$ cat src/rtl/dmem_arbiter.sv
// Two-port data-RAM arbiter: the CPU MEM stage (port 0) has priority over a
// secondary master (port 1). A starvation counter guarantees that port 1
// eventually wins. Read data is registered back to the port that issued the load.
module dmem_arbiter #(
    parameter int unsigned DATA_WIDTH   = 32,
    parameter int unsigned STARVE_LIMIT = 4
) (
    input  logic                  clk,
    input  logic                  reset,

    input  logic                  Req_0,
    input  logic                  Write_0,
    input  logic [DATA_WIDTH-1:0] Addr_0,
    input  logic [DATA_WIDTH-1:0] Wdata_0,
    output logic                  Gnt_0,
    output logic                  Stall_0,
    output logic                  Rvalid_0,
    output logic [DATA_WIDTH-1:0] Rdata_0,

    input  logic                  Req_1,
    input  logic                  Write_1,
    input  logic [DATA_WIDTH-1:0] Addr_1,
    input  logic [DATA_WIDTH-1:0] Wdata_1,
    output logic                  Gnt_1,
    output logic                  Rvalid_1,
    output logic [DATA_WIDTH-1:0] Rdata_1,

    output logic                  Mem_Write_Enable,
    output logic                  Mem_Read_Enable,
    output logic [DATA_WIDTH-1:0] Mem_Address,
    output logic [DATA_WIDTH-1:0] Mem_Write_Data,
    input  logic [DATA_WIDTH-1:0] Mem_Read_Data
);

    localparam int unsigned WC_W = (STARVE_LIMIT < 1) ? 1 : $clog2(STARVE_LIMIT + 1);
    localparam logic [WC_W-1:0] WC_MAX = WC_W'(STARVE_LIMIT);

    logic [WC_W-1:0]       wait_count;
    logic                  gnt0;
    logic                  gnt1;
    logic                  rvalid0_q;
    logic                  rvalid1_q;
    logic [DATA_WIDTH-1:0] rdata0_q;
    logic [DATA_WIDTH-1:0] rdata1_q;

    // Pick at most one winner per cycle; port 1 only wins a conflict once starved.
    always_comb begin
        gnt0 = 1'b0;
        gnt1 = 1'b0;
        if (!reset) begin
            if (Req_0 && Req_1) begin
                if (wait_count == WC_MAX) gnt1 = 1'b1;
                else                      gnt0 = 1'b1;
            end else if (Req_0) begin
                gnt0 = 1'b1;
            end else if (Req_1) begin
                gnt1 = 1'b1;
            end
        end
    end

    // Steer the winner's command onto the RAM bus; idle bus is all zeros.
    always_comb begin
        Mem_Write_Enable = 1'b0;
        Mem_Read_Enable  = 1'b0;
        Mem_Address      = '0;
        Mem_Write_Data   = '0;
        if (gnt0) begin
            Mem_Write_Enable = Write_0;
            Mem_Read_Enable  = ~Write_0;
            Mem_Address      = Addr_0;
            Mem_Write_Data   = Wdata_0;
        end else if (gnt1) begin
            Mem_Write_Enable = Write_1;
            Mem_Read_Enable  = ~Write_1;
            Mem_Address      = Addr_1;
            Mem_Write_Data   = Wdata_1;
        end
    end

    // Grant/stall outputs; read responses are hidden while reset is high so a
    // response in flight at reset assertion never reaches a requester.
    always_comb begin
        Gnt_0    = gnt0;
        Gnt_1    = gnt1;
        Stall_0  = Req_0 & ~gnt0;
        Rvalid_0 = rvalid0_q & ~reset;
        Rvalid_1 = rvalid1_q & ~reset;
        Rdata_0  = reset ? '0 : rdata0_q;
        Rdata_1  = reset ? '0 : rdata1_q;
    end

    // Count consecutive cycles port 1 waits; saturates at the starvation limit.
    always_ff @(posedge clk) begin
        if (reset) begin
            wait_count <= '0;
        end else if (!Req_1 || gnt1) begin
            wait_count <= '0;
        end else if (wait_count != WC_MAX) begin
            wait_count <= wait_count + WC_W'(1);
        end
    end

    // Capture load data for the winning port; valid pulses for one cycle.
    always_ff @(posedge clk) begin
        if (reset) begin
            rvalid0_q <= 1'b0;
            rvalid1_q <= 1'b0;
            rdata0_q  <= '0;
            rdata1_q  <= '0;
        end else begin
            rvalid0_q <= gnt0 & ~Write_0;
            rvalid1_q <= gnt1 & ~Write_1;
            if (gnt0 && !Write_0) rdata0_q <= Mem_Read_Data;
            if (gnt1 && !Write_1) rdata1_q <= Mem_Read_Data;
        end
    end

endmodule

$ cat config.mk
export PLATFORM = sky130hd
export DESIGN_NAME = dmem_arbiter
export DESIGN_NICKNAME = d
export VERILOG_FILES = /design/src/rtl/dmem_arbiter.sv
export SDC_FILE = /design/constraint.sdc
export NUM_CORES = 1
export LEC_CHECK = 0
export CAP_MARGIN = 20
export CORE_AREA = 4 4 115 117
export CTS_BUF_LIST = sky130_fd_sc_hd__clkbuf_4
export CTS_CLUSTER_SIZE = 20
export DETAILED_ROUTE_END_ITERATION = 10
export DIE_AREA = 0 0 119 121
export PLACE_DENSITY = 0.77
export SLEW_MARGIN = 10
export SYNTH_ARGS = -nofsm -noshare
export SYNTH_HDL_FRONTEND = slang
export SYNTH_SLANG_ARGS = --single-unit
$ cat constraint.sdc
create_clock -name clk -period 2.1 [get_ports clk]
set_input_delay 0.315 -clock clk [delete_from_list [all_inputs] [get_ports clk]]
set_output_delay 0.315 -clock clk [all_outputs]
set_load 0.1 [all_outputs]
==> results.toml, run 1 <==
[worst_setup_path]
cp.arrival_ns = 2.02
critPathMaxStageDelay_ns = 0.35
crit_end = "Mem_Address[8]"
crit_chain = "inv_2, ha_4, a21bo_4, and3b_4, buf_12, a22o_2, buf_12"
worst_path_most_repeated_cell = "buf_12"
cp-end-kind = "primary output"
critical_path_class = "reg2out"
critPathRequiredTime_ns = 1.78
r2r_end = "rdata1_q[1]"
rrSetupSlack_ns = 0.34
cp_slowest_cell = "dfxtp_2"
r2r_cells = 7
reg2reg_from = "wait_count[0]"
cpLargestDelayFamily = "compound AO/OA/AOI/OAI gates"
cp.depth = 7
crit_fanout = 10
path_buf_inv = 3
crit_start = "wait_count[0]"
start_kind = "flip-flop"

[placed_design]
dp_hpwl_um = 13700
dp.cells = 865
pre_cts_ws_ns = -0.108
port_buffers = 300
gp_congestion = 0.817

[synthesis]
syn_area_per_cell_um2 = 9.32
synth_nets = 579
synth-edff-count = 0
synth_cell_types = 20
ys_seq_area_frac = 0.361
syn_inst = 411
synth-main-ff-cell = "dfxtp_1"
ys_ff_latch = 69
ys_async_sr_fraction = 0
netlist_area_um2 = 3830
ys_warn_count = 0

[finish]
drive_gt1_frac = 0.361
regArea_um2 = 1380
area_growth_pct = 139
stdcell_count = 897
antenna_cells = 0
multi_input_area_um2 = 2340
fillers = 810
fin_nets = 888

[timing]
grt_setup_unrepaired = "true"
slew_viol_final = 0
fin_skew_ns = 0.00961
finalHoldViolCount = 0
slew_headroom = 0.660
fin_ws_ns = -0.237
period_needed_ns = 2.34
fmax_ghz = 0.428
setup_viol = 69
tightest_slew_ns = 0.510
period_share = 1.11
finalSetupTns_ns = -14.73

[floorplan]
core_area_um2 = 12400
pin_count = 301
rows = 41
die-area_um2 = 14400
start_util = 0.310
die_w_um = 119
chipHeight_um = 121

[power_and_ir_drop]
powerDensity_nw_per_um2 = 458
ir_drop_mv = 0.425
leakagePower_nw = 4.13

[cts]
clkTransAtPathRegs_ns = 0.11
clkLatencyLatePin_ns = 0.41
clock-sinks = 69
ctsRootBufferMaster = "clkbuf_4"
ctsHoldBuffers = 0
htreeDepth = 3
cts_tree = "yes"
numCtsBuffers = 9
clock_path_buffers = 2

[drt]
via_count = 4206
drtAntennaViolNets = 0
wl_per_cell_um = 20.2
routed_wl_um = 18100
avgViaCountPerCell = 4.69
drt_iter0_markers = 156
drc = 0
drt_pre_antenna_iters = 4

[flow_run]
max_cap_violations = 0

[global_route]
grt.overflow.total = 0
grt_use_total = 0.226
antenna_found_initial = 6
grt_pass1_vias = 4359
grt_max_degree = 72
grt_pass1_wl_um = 25000

[worst_hold_path]
hp-class = "in2reg"
hold_depth = 2

[outcome]
status = "finished, violations left"
failed_checks = "negative setup slack"
## where the power goes
group,internal (mW),switching (mW)
clock,0.383,0.466
combinational,0.902,1.09
sequential,1.35,0.0107
total,2.63,1.57
## area by class of cell
cell class              count  share of cell area
well taps                 172              0.0235
multi-input cells         243               0.255
repair buffers            331               0.529
flip-flops and latches     69               0.151
clock buffers              11             0.00901
inverters                  66              0.0270
clock inverters             5             0.00560
## worst min path at each step
stage / start / to / slack (ns)
floorplan: wait_count[0] / wait_count[0] / 0.43
global placement: wait_count[0] / wait_count[0] / 0.43
detailed placement: wait_count[0] / wait_count[0] / 0.46
CTS: reset / wait_count[1] / 0.14
global route: reset / wait_count[0] / 0.20
finish: reset / wait_count[0] / 0.21
## flip-flops by register name, indices dropped and copies added (netlist names)
name        flops
rvalid0_q       1
rdata0_q       32
rvalid1_q       1
rdata1_q       32
wait_count      3
## through the flow
stage	hold WS (ns)	util	total power [mW]	area (um^2)
3_3_place_gp	0.434	0.682	3.22	8430
3_5_place_dp	0.463	0.682	3.25	8430
6_report	0.214	0.741	4.20	9160
4_1_cts	0.141	0.714	4.15	8820
2_1_floorplan	0.427	-	2.41	3920
5_1_grt	0.202	0.741	4.33	9160
## placed cells by master, fill, tap and decap left out, drive strengths merged
master,synthesis,final
and3b,2,3
ha,2,2
buf,21,162
dfxtp,69,69
nand3,1,1
nor4bb,2,2
clkinvlp,0,1
nor4b,1,1
clkdlybuf4s50,0,164
nor2,1,1
nand2b,96,96
a22o,65,65
clkinv,0,3
nor2b,3,3
or2,1,1
inv,66,66
mux2i,65,65
and4bb,2,2
clkbuf,13,16
bufinv,0,1
a21bo,1,1
## per-layer routing
layer	vias up	GRT usage	share of wire
met1	1973	0.255	0.37
met5	-	0	0.0036
met4	12	0.0652	0.020
met3	37	0.0965	0.10
li1	1980	-	-
met2	204	0.389	0.50
## synth_stat cells, types with 2 or more instances
library cell | number | area [um^2]
nand2b_1 | 96 | 601
dfxtp_1 | 69 | 1380
inv_1 | 66 | 248
a22o_1 | 65 | 569
mux2i_1 | 65 | 651
buf_6 | 13 | 146
clkbuf_1 | 13 | 48.8
buf_2 | 6 | 30.0
nor2b_1 | 3 | 18.8
and3b_1 | 2 | 17.5
buf_4 | 2 | 15.0
ha_1 | 2 | 25.0
nor4bb_1 | 2 | 20.0
## repair_timing
action / in CTS / in global routing
setup endpoints to repair: 69 / 69
gates resized for setup: 30 / 26
cloned: 4 / 8
setup buffers: 2 / 2
pin swaps: 2 / 2
## kinds of logic (layout without fill, tap and decap cells)
family | Yosys count | in the layout | synth area share
flip-flops | 69 | 69 | 0.361
AO/OA/AOI/OAI | 66 | 66 | 0.151
buffers and inverters | 100 | 413 | 0.127
multiplexers | 65 | 65 | 0.170
AND/OR/NAND/NOR | 109 | 110 | 0.184
adder cells (fa/ha/maj) | 2 | 2 | 0.00653
(Power assumes the default switching activity.)
==> run 2: changes to the inputs <==
--- a/config.mk
+++ b/config.mk
@@ -7,10 +7,10 @@
 export LEC_CHECK = 0
 export CAP_MARGIN = 20
-export CORE_AREA = 4 4 115 117
+export CORE_AREA = 4 4 113 115
 export CTS_BUF_LIST = sky130_fd_sc_hd__clkbuf_4
 export CTS_CLUSTER_SIZE = 20
 export DETAILED_ROUTE_END_ITERATION = 10
-export DIE_AREA = 0 0 119 121
-export PLACE_DENSITY = 0.77
+export DIE_AREA = 0 0 117 119
+export PLACE_DENSITY = 0.79
 export SLEW_MARGIN = 10
 export SYNTH_ARGS = -nofsm -noshare
==> constraint.sdc (replaced) <==
create_clock -name clk -period 3 [get_ports clk]
set_input_delay 0.6 -clock clk [delete_from_list [all_inputs] [get_ports clk]]
set_output_delay 0.6 -clock clk [all_outputs]
set_load 0.1 [all_outputs]
==> run 2 against run 1 <==
  * The flow now finishes without violations
  * Worst hold slack improved by 0.27 ns
  * Wire length increased by 5.6%
  * Core utilization decreased by 5.2 points
  * Clock power decreased by 8.8%
  * Non-clock buffer count decreased by 23
  * Largest cell class unchanged
  * Largest power group unchanged
==> results.toml, run 2 (same netlist as run 1, synthesis figures left out) <==
[outcome]
status = "complete, no violations"

[worst_setup_path]
start_kind = "primary input"
cp-end-kind = "primary output"
worst_path_most_repeated_cell = "buf_12"
cp_slowest_cell = "clkdlybuf4s50_1"
crit_chain = "clkdlybuf4s50_1, a21bo_2, and3b_2, buf_12, a22o_2, buf_12"
cp.arrival_ns = 2.35
rrSetupSlack_ns = 1.09
crit_fanout = 48
critPathMaxStageDelay_ns = 0.55
r2r_cells = 6
critical_path_class = "in2out"
critPathRequiredTime_ns = 2.40

[timing]
fin_ws_ns = 0.0484
period_needed_ns = 2.95
period_share = 0.984
slew_viol_final = 0
whs_ns = 0.479
setup_viol = 0
fin_skew_ns = 0.0138
tightest_slew_ns = 0.621
finalSetupTns_ns = 0
fmax_ghz = 0.339
grt_setup_unrepaired = "true"
finalHoldViolCount = 0
slew_headroom = 0.586

[finish]
final_cell_mix = "164 x clkdlybuf4s50_1, 114 x buf_12, 96 x nand2b_1"
stdcell_count = 847
fin_area_um2 = 8140
final_common_cell = "clkdlybuf4s50_1"
drive_gt1_frac = 0.250
fin_nets = 864
fin_util = 0.689
reg_top3 = "rdata0_q: 32 flops, rdata1_q: 32 flops, wait_count: 3 flops"
area_growth_pct = 112
antenna_cells = 0

[worst_hold_path]
hp-class = "reg2reg"
hold_depth = 1

[cts]
clkLatencyLatePin_ns = 0.42
clock_path_buffers = 2
clock-sinks = 69
cts_setup_buffers = 0
ctsHoldBuffers = 0
numCtsBuffers = 9
cts_tree = "yes"
htreeDepth = 3
clkTransAtPathRegs_ns = 0.12
ctsRootBufferMaster = "clkbuf_4"

[drt]
drt_iter0_markers = 231
drtAntennaViolNets = 0
drc = 0
routed_wl_um = 19100
wl_met3_um = 1700
wl_per_cell_um = 22.6
route.met2.wl_um = 9960
top_layer = "met5"
avgViaCountPerCell = 4.85
wl_met1_um = 7160
drt_pre_antenna_iters = 5
via_count = 4104

[floorplan]
chipHeight_um = 119
pin_count = 301
rows = 40
start_util = 0.324
core_area_um2 = 11800
die-area_um2 = 13900
die_w_um = 117

[global_route]
grt_pass1_vias = 4321
grt_use_total = 0.264
grt_pass1_wl_um = 26900
grt.overflow.total = 0
grt_max_degree = 74
antenna_found_initial = 1

[power_and_ir_drop]
leakagePower_nw = 3.72
combPwrFrac = 0.429
pwr-share-clk = 0.256
p_sw_frac = 0.370
p_switching_mw = 1.12
seq_power_share = 0.314
ir_drop_mv = 0.334
internal_power_mw = 1.90
powerDensity_nw_per_um2 = 371
total_power_mw = 3.02

[placed_design]
place_area_um2 = 7930
dp.cells = 832
gp_congestion = 0.978
port_buffers = 300
pre_cts_ws_ns = 0.0704
dp_hpwl_um = 15900

[flow_run]
max_cap_violations = 0
[run 2: cell types whose count changed in the layout (fill, tap and decap cells not counted), moves of 3 or more]
cell       delta
a22o_2       -27
buf_12       -27
a22o_4       -29
clkbuf_16     -5
and3b_4       -3
buf_16        -4
buf_6         -4
a22o_1       +56
buf_4        +18
[run 2: final cells by class]
cell class | instances | area [um^2]
multi-input combinational | 242 | 2000
clock buffer | 9 | 67.6
tap | 147 | 184
timing repair buffer | 308 | 4150
inverter | 66 | 248
fill | 843 | 3670
sequential | 69 | 1380
clock inverter | 6 | 111
[run 2: layer usage]
layer	GRT usage	vias to the layer above
li1	-	1932
met2	0.482	175
met1	0.303	1968
met4	0.0566	2
met5	0	-
met3	0.0716	27
[run 2: power by group through the flow]
stage	Sequential, mW	Clock, mW	Combinational [mW]
after floorplan	0.967	0	0.704
after global placement	0.969	0	1.28
after detailed placement	0.970	0	1.29
after CTS	0.950	0.785	1.30
after global routing	0.952	0.821	1.33
final	0.950	0.774	1.30
[run 2: worst paths after layout]
path	from	to
min	wait_count[0]	wait_count[0]
max	Req_0	Mem_Address[30]
min reg2reg	wait_count[0]	wait_count[0]
max reg2reg	wait_count[0]	rdata1_q[8]
[run 2: worst max-delay path, delay by kind of cell]
family / cells / cell delay (ns)
buffers and inverters: 3 / 0.91
and+or+nand+nor: 1 / 0.23
AOI/OAI and AO/OA: 2 / 0.57
[run 2: timing repair]
item                       in CTS  in global routing
hold endpoints to repair        0                  0
setup endpoints to repair       0                  8
resized for setup               0                  9
==> run 3: changes to the inputs <==
clock period = 3.7 ns   (was 3 ns; I/O delays follow)
==> run 3 against run 2 <==
  * Non-clock buffer count decreased by 3
  * Cell count decreased by 0.12%
  * Global-route usage decreased by 5.0 points
  * Core utilization decreased by 5.5 points
  * Flip-flop and latch count unchanged
  * Total power decreased by 26%
  * Wire length decreased by 18%
  * Critical path type unchanged
  * Largest power group unchanged
  * Highest routed layer is now met4
==> results.toml, run 3 (same netlist as run 1, synthesis figures left out) <==
[outcome]
status = "complete, no violations"

[global_route]
grt_max_degree = 68
grt.overflow.total = 0
grt_pass1_vias = 4078
grt_pass1_wl_um = 22900
antenna_found_initial = 1
grt_use_total = 0.214

[drt]
routed_wl_um = 15700
drtAntennaViolNets = 0
via_count = 4014
avgViaCountPerCell = 4.74
drc = 0
drt_pre_antenna_iters = 6
wl_per_cell_um = 18.5
drt_iter0_markers = 243

[cts]
htreeDepth = 3
ctsRootBufferMaster = "clkbuf_4"
clock-sinks = 69
cts_setup_buffers = 0
numCtsBuffers = 9
ctsHoldBuffers = 0
clock_path_buffers = 2
clkTransAtPathRegs_ns = 0.10
cts_resized = 0
cts_tree = "yes"
clkLatencyLatePin_ns = 0.41

[power_and_ir_drop]
leakagePower_nw = 3.54
internal_power_mw = 1.38
ir_drop_mv = 0.172
p_switching_mw = 0.849
total_power_mw = 2.23
seq_power_share = 0.344
powerDensity_nw_per_um2 = 298
p_sw_frac = 0.380
pwr-share-clk = 0.209
combPwrFrac = 0.447

[finish]
final_cell_mix = "164 x clkdlybuf4s50_1, 96 x nand2b_1, 71 x buf_12"
final_common_cell = "clkdlybuf4s50_1"
reg_top3 = "rdata0_q: 32 flops, rdata1_q: 32 flops, wait_count: 3 flops"
fin_nets = 861
drive_gt1_frac = 0.229
area_growth_pct = 95.7

[placed_design]
gp_congestion = 0.979
port_buffers = 300
dp_hpwl_um = 13000

[worst_hold_path]
hp-class = "reg2reg"
hold_depth = 1
hold_start = "wait_count[0]"
min_to = "wait_count[0]"

[floorplan]
chipHeight_um = 119
start_util = 0.324
die_w_um = 117
die-area_um2 = 13900
rows = 40
pin_count = 301
core_area_um2 = 11800

[worst_setup_path]
cp.arrival_ns = 2.71
cp-end-kind = "primary output"
rrSetupSlack_ns = 1.81
critical_path_class = "in2out"
path_buf_inv = 3
r2r_cells = 6
worst_path_most_repeated_cell = "buf_12"
critPathMaxStageDelay_ns = 0.52
cp_slowest_cell = "and3b_2"
cpLargestDelayFamily = "buffers and inverters"
reg2reg_from = "wait_count[0]"
start_kind = "primary input"
crit_chain = "clkdlybuf4s50_1, a21bo_2, and3b_2, buf_12, a22o_1, buf_12"
r2r_end = "rdata1_q[16]"
critPathRequiredTime_ns = 2.96
crit_fanout = 42

[timing]
slew_headroom = 0.582
period_share = 0.933
tightest_slew_ns = 0.627
slew_viol_final = 0
fin_skew_ns = 0.0112
finalHoldViolCount = 0
finalSetupTns_ns = 0
fmax_ghz = 0.290
grt_setup_unrepaired = "false"
setup_viol = 0
period_needed_ns = 3.45

[flow_run]
max_cap_violations = 0
==> run 3: worst max-delay path by stage <==
stage,from,to,cells past startpoint
after floorplan,Req_1,Stall_0,5
after global placement,Req_0,Mem_Address[2],6
after detailed placement,Req_0,Mem_Write_Data[8],6
after CTS,Req_0,Mem_Write_Data[8],6
after global routing,Req_0,Mem_Write_Data[17],6
final,Req_0,Mem_Write_Data[8],6
==> run 3: power by group through the flow <==
stage	registers (mW)	logic, mW	clock network [mW]
2_1_floorplan	0.784	0.570	0
4_1_cts	0.769	1.00	0.478
6_report	0.769	0.998	0.466
3_3_place_gp	0.785	0.989	0
5_1_grt	0.771	1.03	0.512
3_5_place_dp	0.786	1.00	0
==> run 3: final cells by class <==
cell class,count,area [um^2]
Multi-Input combinational cell,242,1960
Clock inverter,6,53.8
Tap cell,147,184
Timing Repair Buffer,305,3590
Sequential cell,69,1380
Clock buffer,10,75.1
Fill cell,957,4320
Antenna cell,1,2.50
Inverter,66,248
==> run 3: layer usage <==
metal	share of wire	global-route usage
met1	0.37	0.236
met2	0.51	0.376
met3	0.078	0.0559
met4	0.037	0.0989
met5	0	0
==> run 3: metrics by stage <==
step                 util  setup WS (ns)  instances  hold slack [ns]  instance area, um^2
finish              0.634          0.249        846            0.480                 7490
global route        0.634          0.176        846            0.492                 7490
CTS                 0.634          0.285        845            0.475                 7490
detailed placement  0.623          0.276        829            0.460                 7360
global placement    0.623          0.400        829            0.444                 7360
floorplan               -          0.404        411            0.427                 3830
==> run 3: worst register-to-register path, stage by stage, from the launching register on <==
cell	delay (ns)
dfxtp_1	0.34
inv_1	0.06
ha_1	0.19
a21bo_2	0.17
and4bb_2	0.24
buf_4	0.49
mux2i_1	0.32
